## src/rtl/uart_frame_parser.sv

```systemverilog
// uart_frame_parser
//   Hunts for header/length/payload/checksum frames in the UART driver's
//   receive byte stream. It buffers and verifies each frame, then streams the
//   payload out over a valid/ready interface. A bad frame raises an error pulse
//   with a code and emits no payload.
//
//   Optional build macro: UART_PARSER_TIMEOUT_EN. When it is defined, an
//   inter-byte idle counter aborts a partial frame with error code 3.
//
// Ports
//   clock        baud-rate user clock from the UART driver
//   reset        asynchronous, active-high reset
//   i_rx_data    received byte
//   i_rx_valid   receive valid level; a rising edge marks one new byte
//   o_pl_data    payload byte
//   o_pl_valid   payload byte valid
//   i_pl_ready   downstream ready
//   o_pl_last    final payload byte of the frame
//   o_pl_len     payload length of the frame being streamed
//   o_err_valid  one-cycle error pulse
//   o_err_code   1 bad length, 2 checksum mismatch, 3 timeout (held)
//   o_drop       one-cycle pulse when a byte arrives while streaming
//   o_busy       high whenever the parser is not idle
module uart_frame_parser #(
    parameter logic [7:0]  P_HEADER      = 8'hA5,
    parameter int unsigned P_MAX_LEN     = 16,
    parameter int unsigned P_TIMEOUT_CYC = 64
) (
    input  logic       clock,
    input  logic       reset,
    input  logic [7:0] i_rx_data,
    input  logic       i_rx_valid,
    output logic [7:0] o_pl_data,
    output logic       o_pl_valid,
    input  logic       i_pl_ready,
    output logic       o_pl_last,
    output logic [7:0] o_pl_len,
    output logic       o_err_valid,
    output logic [1:0] o_err_code,
    output logic       o_drop,
    output logic       o_busy
);

    localparam int unsigned IW     = (P_MAX_LEN > 1) ? $clog2(P_MAX_LEN) : 1;
    localparam logic [7:0]  MaxLen = 8'(P_MAX_LEN);

    typedef enum logic [2:0] {StIdle, StLen, StPayload, StChk, StOut} state_e;

    state_e     state_q;
    logic       rx_valid_q;
    logic       accept;
    logic       timeout;
    logic [7:0] len_q;
    logic [7:0] csum_q;
    logic [7:0] wr_idx_q;
    logic [7:0] rd_idx_q;
    logic [7:0] rd_nxt;
    logic [7:0] buf_q [2**IW];

    // The driver holds valid for several cycles per byte; only its rising edge counts.
    assign accept = i_rx_valid & ~rx_valid_q;
    assign rd_nxt = rd_idx_q + 8'd1;
    assign o_busy = (state_q != StIdle);

`ifdef UART_PARSER_TIMEOUT_EN
    localparam int unsigned TW = $clog2(P_TIMEOUT_CYC + 1);

    logic [TW-1:0] idle_cnt_q;
    logic          armed;

    assign armed   = (state_q == StLen) || (state_q == StPayload) || (state_q == StChk);
    // An accepted byte in the expiring cycle wins over the timeout.
    assign timeout = armed && !accept && (idle_cnt_q == TW'(P_TIMEOUT_CYC - 1));

    // Every entry into an armed state is caused by an accepted byte, so clearing
    // on accept also clears on entry. Outside the armed states the count is frozen.
    always_ff @(posedge clock or posedge reset) begin
        if (reset) begin
            idle_cnt_q <= '0;
        end else if (accept || timeout) begin
            idle_cnt_q <= '0;
        end else if (armed) begin
            idle_cnt_q <= idle_cnt_q + 1'b1;
        end
    end
`else
    assign timeout = 1'b0;
`endif

    // Payload storage. It has no reset because its contents are don't-care until written.
    always_ff @(posedge clock) begin
        if (state_q == StPayload && accept) begin
            buf_q[wr_idx_q[IW-1:0]] <= i_rx_data;
        end
    end

    always_ff @(posedge clock or posedge reset) begin
        if (reset) begin
            state_q     <= StIdle;
            rx_valid_q  <= 1'b0;
            len_q       <= '0;
            csum_q      <= '0;
            wr_idx_q    <= '0;
            rd_idx_q    <= '0;
            o_pl_data   <= '0;
            o_pl_valid  <= 1'b0;
            o_pl_last   <= 1'b0;
            o_pl_len    <= '0;
            o_err_valid <= 1'b0;
            o_err_code  <= '0;
            o_drop      <= 1'b0;
        end else begin
            rx_valid_q  <= i_rx_valid;
            o_err_valid <= 1'b0;
            o_drop      <= 1'b0;
            if (timeout) begin
                o_err_valid <= 1'b1;
                o_err_code  <= 2'd3;
                state_q     <= StIdle;
            end else begin
                case (state_q)
                    StIdle: begin
                        if (accept && i_rx_data == P_HEADER) begin
                            state_q <= StLen;
                        end
                    end
                    StLen: begin
                        if (accept) begin
                            if (i_rx_data == 8'd0 || i_rx_data > MaxLen) begin
                                o_err_valid <= 1'b1;
                                o_err_code  <= 2'd1;
                                state_q     <= StIdle;
                            end else begin
                                len_q    <= i_rx_data;
                                csum_q   <= i_rx_data;
                                wr_idx_q <= '0;
                                state_q  <= StPayload;
                            end
                        end
                    end
                    StPayload: begin
                        if (accept) begin
                            csum_q   <= csum_q + i_rx_data;
                            wr_idx_q <= wr_idx_q + 8'd1;
                            if (wr_idx_q + 8'd1 == len_q) begin
                                state_q <= StChk;
                            end
                        end
                    end
                    StChk: begin
                        if (accept) begin
                            if (i_rx_data == csum_q) begin
                                rd_idx_q <= '0;
                                state_q  <= StOut;
                            end else begin
                                o_err_valid <= 1'b1;
                                o_err_code  <= 2'd2;
                                state_q     <= StIdle;
                            end
                        end
                    end
                    StOut: begin
                        if (accept) begin
                            o_drop <= 1'b1;
                        end
                        // The first OUT cycle loads the output registers. Later
                        // cycles only advance when a handshake happens.
                        if (!o_pl_valid) begin
                            o_pl_valid <= 1'b1;
                            o_pl_data  <= buf_q[rd_idx_q[IW-1:0]];
                            o_pl_last  <= (rd_idx_q == len_q - 8'd1);
                            o_pl_len   <= len_q;
                        end else if (i_pl_ready) begin
                            if (o_pl_last) begin
                                o_pl_valid <= 1'b0;
                                o_pl_last  <= 1'b0;
                                state_q    <= StIdle;
                            end else begin
                                rd_idx_q  <= rd_nxt;
                                o_pl_data <= buf_q[rd_nxt[IW-1:0]];
                                o_pl_last <= (rd_nxt == len_q - 8'd1);
                            end
                        end
                    end
                    default: state_q <= StIdle;
                endcase
            end
        end
    end

endmodule

```

## config.mk

```make
export PLATFORM = sky130hd
export DESIGN_NAME = uart_frame_parser
export DESIGN_NICKNAME = d
export VERILOG_FILES = /design/src/rtl/uart_frame_parser.sv
export SDC_FILE = /design/constraint.sdc
export NUM_CORES = 1
export LEC_CHECK = 0
export CORE_MARGIN = 3
export CORE_UTILIZATION = 40
export CTS_BUF_LIST = sky130_fd_sc_hd__clkbuf_16
export CTS_CLUSTER_SIZE = 30
export DETAILED_ROUTE_END_ITERATION = 8
export SLEW_MARGIN = 15
export SYNTH_ARGS = -nofsm -noshare
export SYNTH_HDL_FRONTEND = slang
export SYNTH_SLANG_ARGS = --single-unit
```

## constraint.sdc

```tcl
create_clock -name clock -period 2.4 [get_ports clock]
set_clock_uncertainty 0.1 [all_clocks]
set_input_delay 0.24 -clock clock [delete_from_list [all_inputs] [get_ports clock]]
set_output_delay 0.24 -clock clock [all_outputs]
set_load 0.02 [all_outputs]
```

==> summary.txt <==
Status
  • Outcome: complete, but fails checks
  • Failing checks: setup timing

Routing
  • Post-DRT Antenna Nets: 0
  • DRC: 0
  • TritonRoute pass-1 iters: 5
  • Via Count: 5892
  • Final wirelength: 23.32 mm
  • Vias per cell: 5.687
  • Iter 0 DRT Violations: 576
  • DR WL/cell: 22.51 um

Clock network
  • Clock-pin slew on the worst setup and hold paths: 70 ps
  • Cts bufs inserted: 17
  • CTS max path bufs: 2
  • Clk Latency, worst-skew pair: 430 ps
  • CTS H-Tree Depth: 4
  • Clock root buffer: clkbuf_16
  • CTS sink cnt: 186
  • TritonCTS clock tree: yes

Critical path
  • Crit path DAT: 2740 ps
  • Critical path fanouts, max: 6
  • Slowest cell on crit path: mux4_2
  • CP peak stage delay: 500 ps
  • Depth of the worst register-to-register path: 7
  • Crit Path Category: flop to flop
  • Setup crit end kind: flop
  • CP top delay family: multiplexers
  • CP Buf/Inv Count: 2
  • Worst-path cell chain: ha_4 -> buf_12 -> buf_12 -> mux4_2 -> mux4_2 -> mux2i_1 -> a21oi_1
  • CP Launch Type: flop
  • Reg-to-reg startpoint: rd_idx_q[0]
  • Worst path required time: 2620 ps
  • R2r setup slk: -130 ps
  • R2r endpoint: o_pl_data[4]

Run
  • Max Cap Viol: 0

Logic synthesis
  • Cell variety after synth: 52
  • Most frequent cells after synthesis: edfxtp_1 (128), mux4_2 (80), dfrtp_1 (58)
  • Largest family of logic cells by synthesized area: multiplexers
  • EDFF count, synth: 128
  • Main synth FF type: edfxtp_1
  • FF+latch count, synth: 186
  • Adder-Cell Fraction of Synth Area: 0.01952
  • Mean Syn Cell Area: 15.27 um2
  • Simple-gate share of the synthesized area: 0.07782
  • Area share of the largest cell type after synthesis: 0.4108
  • Register area share after synthesis: 0.5659
  • Async S/R FF share, synth: 0.3118
  • Post-Syn Instances: 613
  • Xor-xnor portion of the synthesized cell area: 0.04025
  • Area of the mapped netlist: 9358 um2
  • Synth warn: 0
  • Cell taking the most area after synthesis: edfxtp_1
  • Multiplexer area fraction after synthesis: 0.2242
  • Most frequent cell after synthesis: edfxtp_1
  • Syn Nets: 639
  • Ranking of synthesized cells by area: edfxtp_1 (41%), mux4_2 (19%), dfrtp_1 (16%)
  • Synth Area in Compound Gates: 0.04519

GRT
  • Largest net degree at the start of global routing: 59
  • Number of global-route vias before repair: 5992
  • Gr usage total: 0.1864
  • Overflow after GRT: 0
  • Initial antenna violation count: 0
  • First-pass GRT wire length: 35.86 mm

STA
  • Slew margin rel.: 0.6022
  • Final setup fails: 8
  • Slew @ Worst Pin: 596.7 ps
  • WHS: 84.36 ps
  • Tmin final: 2526 ps
  • RSZ-0062 raised after global routing: true
  • Final period utilization: 1.053
  • Setup_tns: -880.0 ps
  • Max frequency: 0.3958 GHz
  • Final hold viol count: 0
  • Final worst slack: -126.3 ps
  • Final Max Slew Viols: 0

Finish
  • # nets final: 736
  • Multi-input gate area: 3831 um2
  • Layout cells sized above 1: 0.3015
  • N_diodes: 0
  • Storage cell area: 5299 um2
  • Filler cells: 1910
  • Syn-to-layout area delta: 22.21%

Floorplanning
  • Core area: 22850 um2
  • I/O pins: 35
  • Die extent in y: 159.0 um
  • Die area: 25270 um2
  • Starting Density: 0.4096
  • Site row count: 55
  • Die Wd: 159.0 um

Power
  • Pwr Density: 856.2 nW/um2
  • PnR Total Power: 9.792 mW
  • Static leakage: 4.137 nW
  • Max VDD drop: 0.0005272 V

Placed design
  • Gpl congestion: 0.8375
  • Port Buffers: 34
  • Final HPWL DP: 15.39 mm

Worst hold path
  • Hold Path Class: input pin to asynchronous set/reset pin
-- worst max-delay path by stage --
stage | from | slack (ps) | endpoint | cells after the start
after floorplan | rd_idx_q[0] | 40 | o_pl_data[0] | 7
after global placement | i_rx_data[1] | -230 | csum_q[6] | 10
after detailed placement | i_rx_data[2] | -270 | rd_idx_q[4] | 8
after CTS | rd_idx_q[0] | -140 | o_pl_data[5] | 8
after global routing | rd_idx_q[0] | -220 | o_pl_data[2] | 7
final | rd_idx_q[0] | -130 | o_pl_data[4] | 7
-- registers in the layout (all words and copies together) (netlist names) --
register and flops:
rx_valid_q 1, o_pl_last 1, o_err_valid 1, o_pl_valid 1, o_pl_len 8, wr_idx_q 8, o_err_code 2, len_q 8
o_pl_data 8, csum_q 8, state_q 3, o_drop 1, rd_idx_q 8, buf_q 128
-- stage by stage --
stage / utilization / setup slack [ps] / area, um2 / instances
final: 0.5005 / -126.3 / 11440 / 1036
after global routing: 0.5005 / -220.6 / 11440 / 1036
after CTS: 0.5004 / -137.5 / 11430 / 1036
after detailed placement: 0.4661 / -270.7 / 10650 / 995
after global placement: 0.4661 / -228.2 / 10650 / 995
after floorplan: - / 36.24 / 9358 / 613
-- worst reg2reg max path, cell delays in order, from the launching register on --
cell and delay [ps]:
dfrtp_4 490, ha_4 320, buf_12 160, buf_12 130, mux4_2 500, mux4_2 480, mux2i_1 150, a21oi_1 80
-- report_power, final --
part / switching, mW / internal [mW]
registers: 0.128 / 3.54
clock network: 1.34 / 1.49
logic: 1.41 / 1.88
-- cells by family after synthesis --
logic type	Yosys count
buffers and inverters	48
and+or+nand+nor	144
muxes	108
adders and majority gates	14
AOI/OAI and AO/OA	73
xor gates and xnor gates	40
DFF	186
-- cell type report --
class / instances / share of cell area
well taps: 313 / 0.03425
inverters: 11 / 0.003610
clock inverters: 15 / 0.01565
clock buffers: 17 / 0.03720
repair buffers: 115 / 0.1109
flip-flops and latches: 186 / 0.4633
multi-input cells: 379 / 0.3350
-- what timing repair did --
item                       in CTS  in global routing
pin swaps                       7                  3
setup buffers                   8                  1
setup endpoints to repair       8                  9
gates cloned                    1                  0
gates resized for setup        10                  2
hold buffers                    0                  0
-- placed cells by master, fill, tap and decap left out, types with 3 or more instances in the layout --
cell and instances:
a21oi_1 19, a31oi_1 3, and2_1 9, and3_1 15, buf_12 25, buf_4 54, clkbuf_16 17, clkdlybuf4s50_1 34
clkinv_4 3, clkinv_8 3, dfrtp_1 57, edfxtp_1 128, ha_1 12, inv_1 9, inv_6 4, inv_8 3
mux2_2 13, mux2i_1 14, mux4_2 80, nand2_1 37, nand3_1 11, nand4_1 5, nor2_1 32, nor2b_1 3
nor3_1 9, nor3b_1 5, nor4_1 5, o21ai_0 17, o21ai_1 13, o31ai_1 8, xnor2_1 23, xor2_1 15
-- routing by layer --
| layer | wire length [um] | up-vias | global-route usage |
|---|---|---|---|
| met2 | 11890 | 233 | 0.3218 |
| li1 | - | 2594 | - |
| met4 | 476 | 0 | 0.05372 |
| met1 | 9616 | 3031 | 0.2434 |
| met5 | 0 | - | 0 |
| met3 | 1341 | 34 | 0.03408 |
Note: power is estimated with default switching activity, not from simulation.
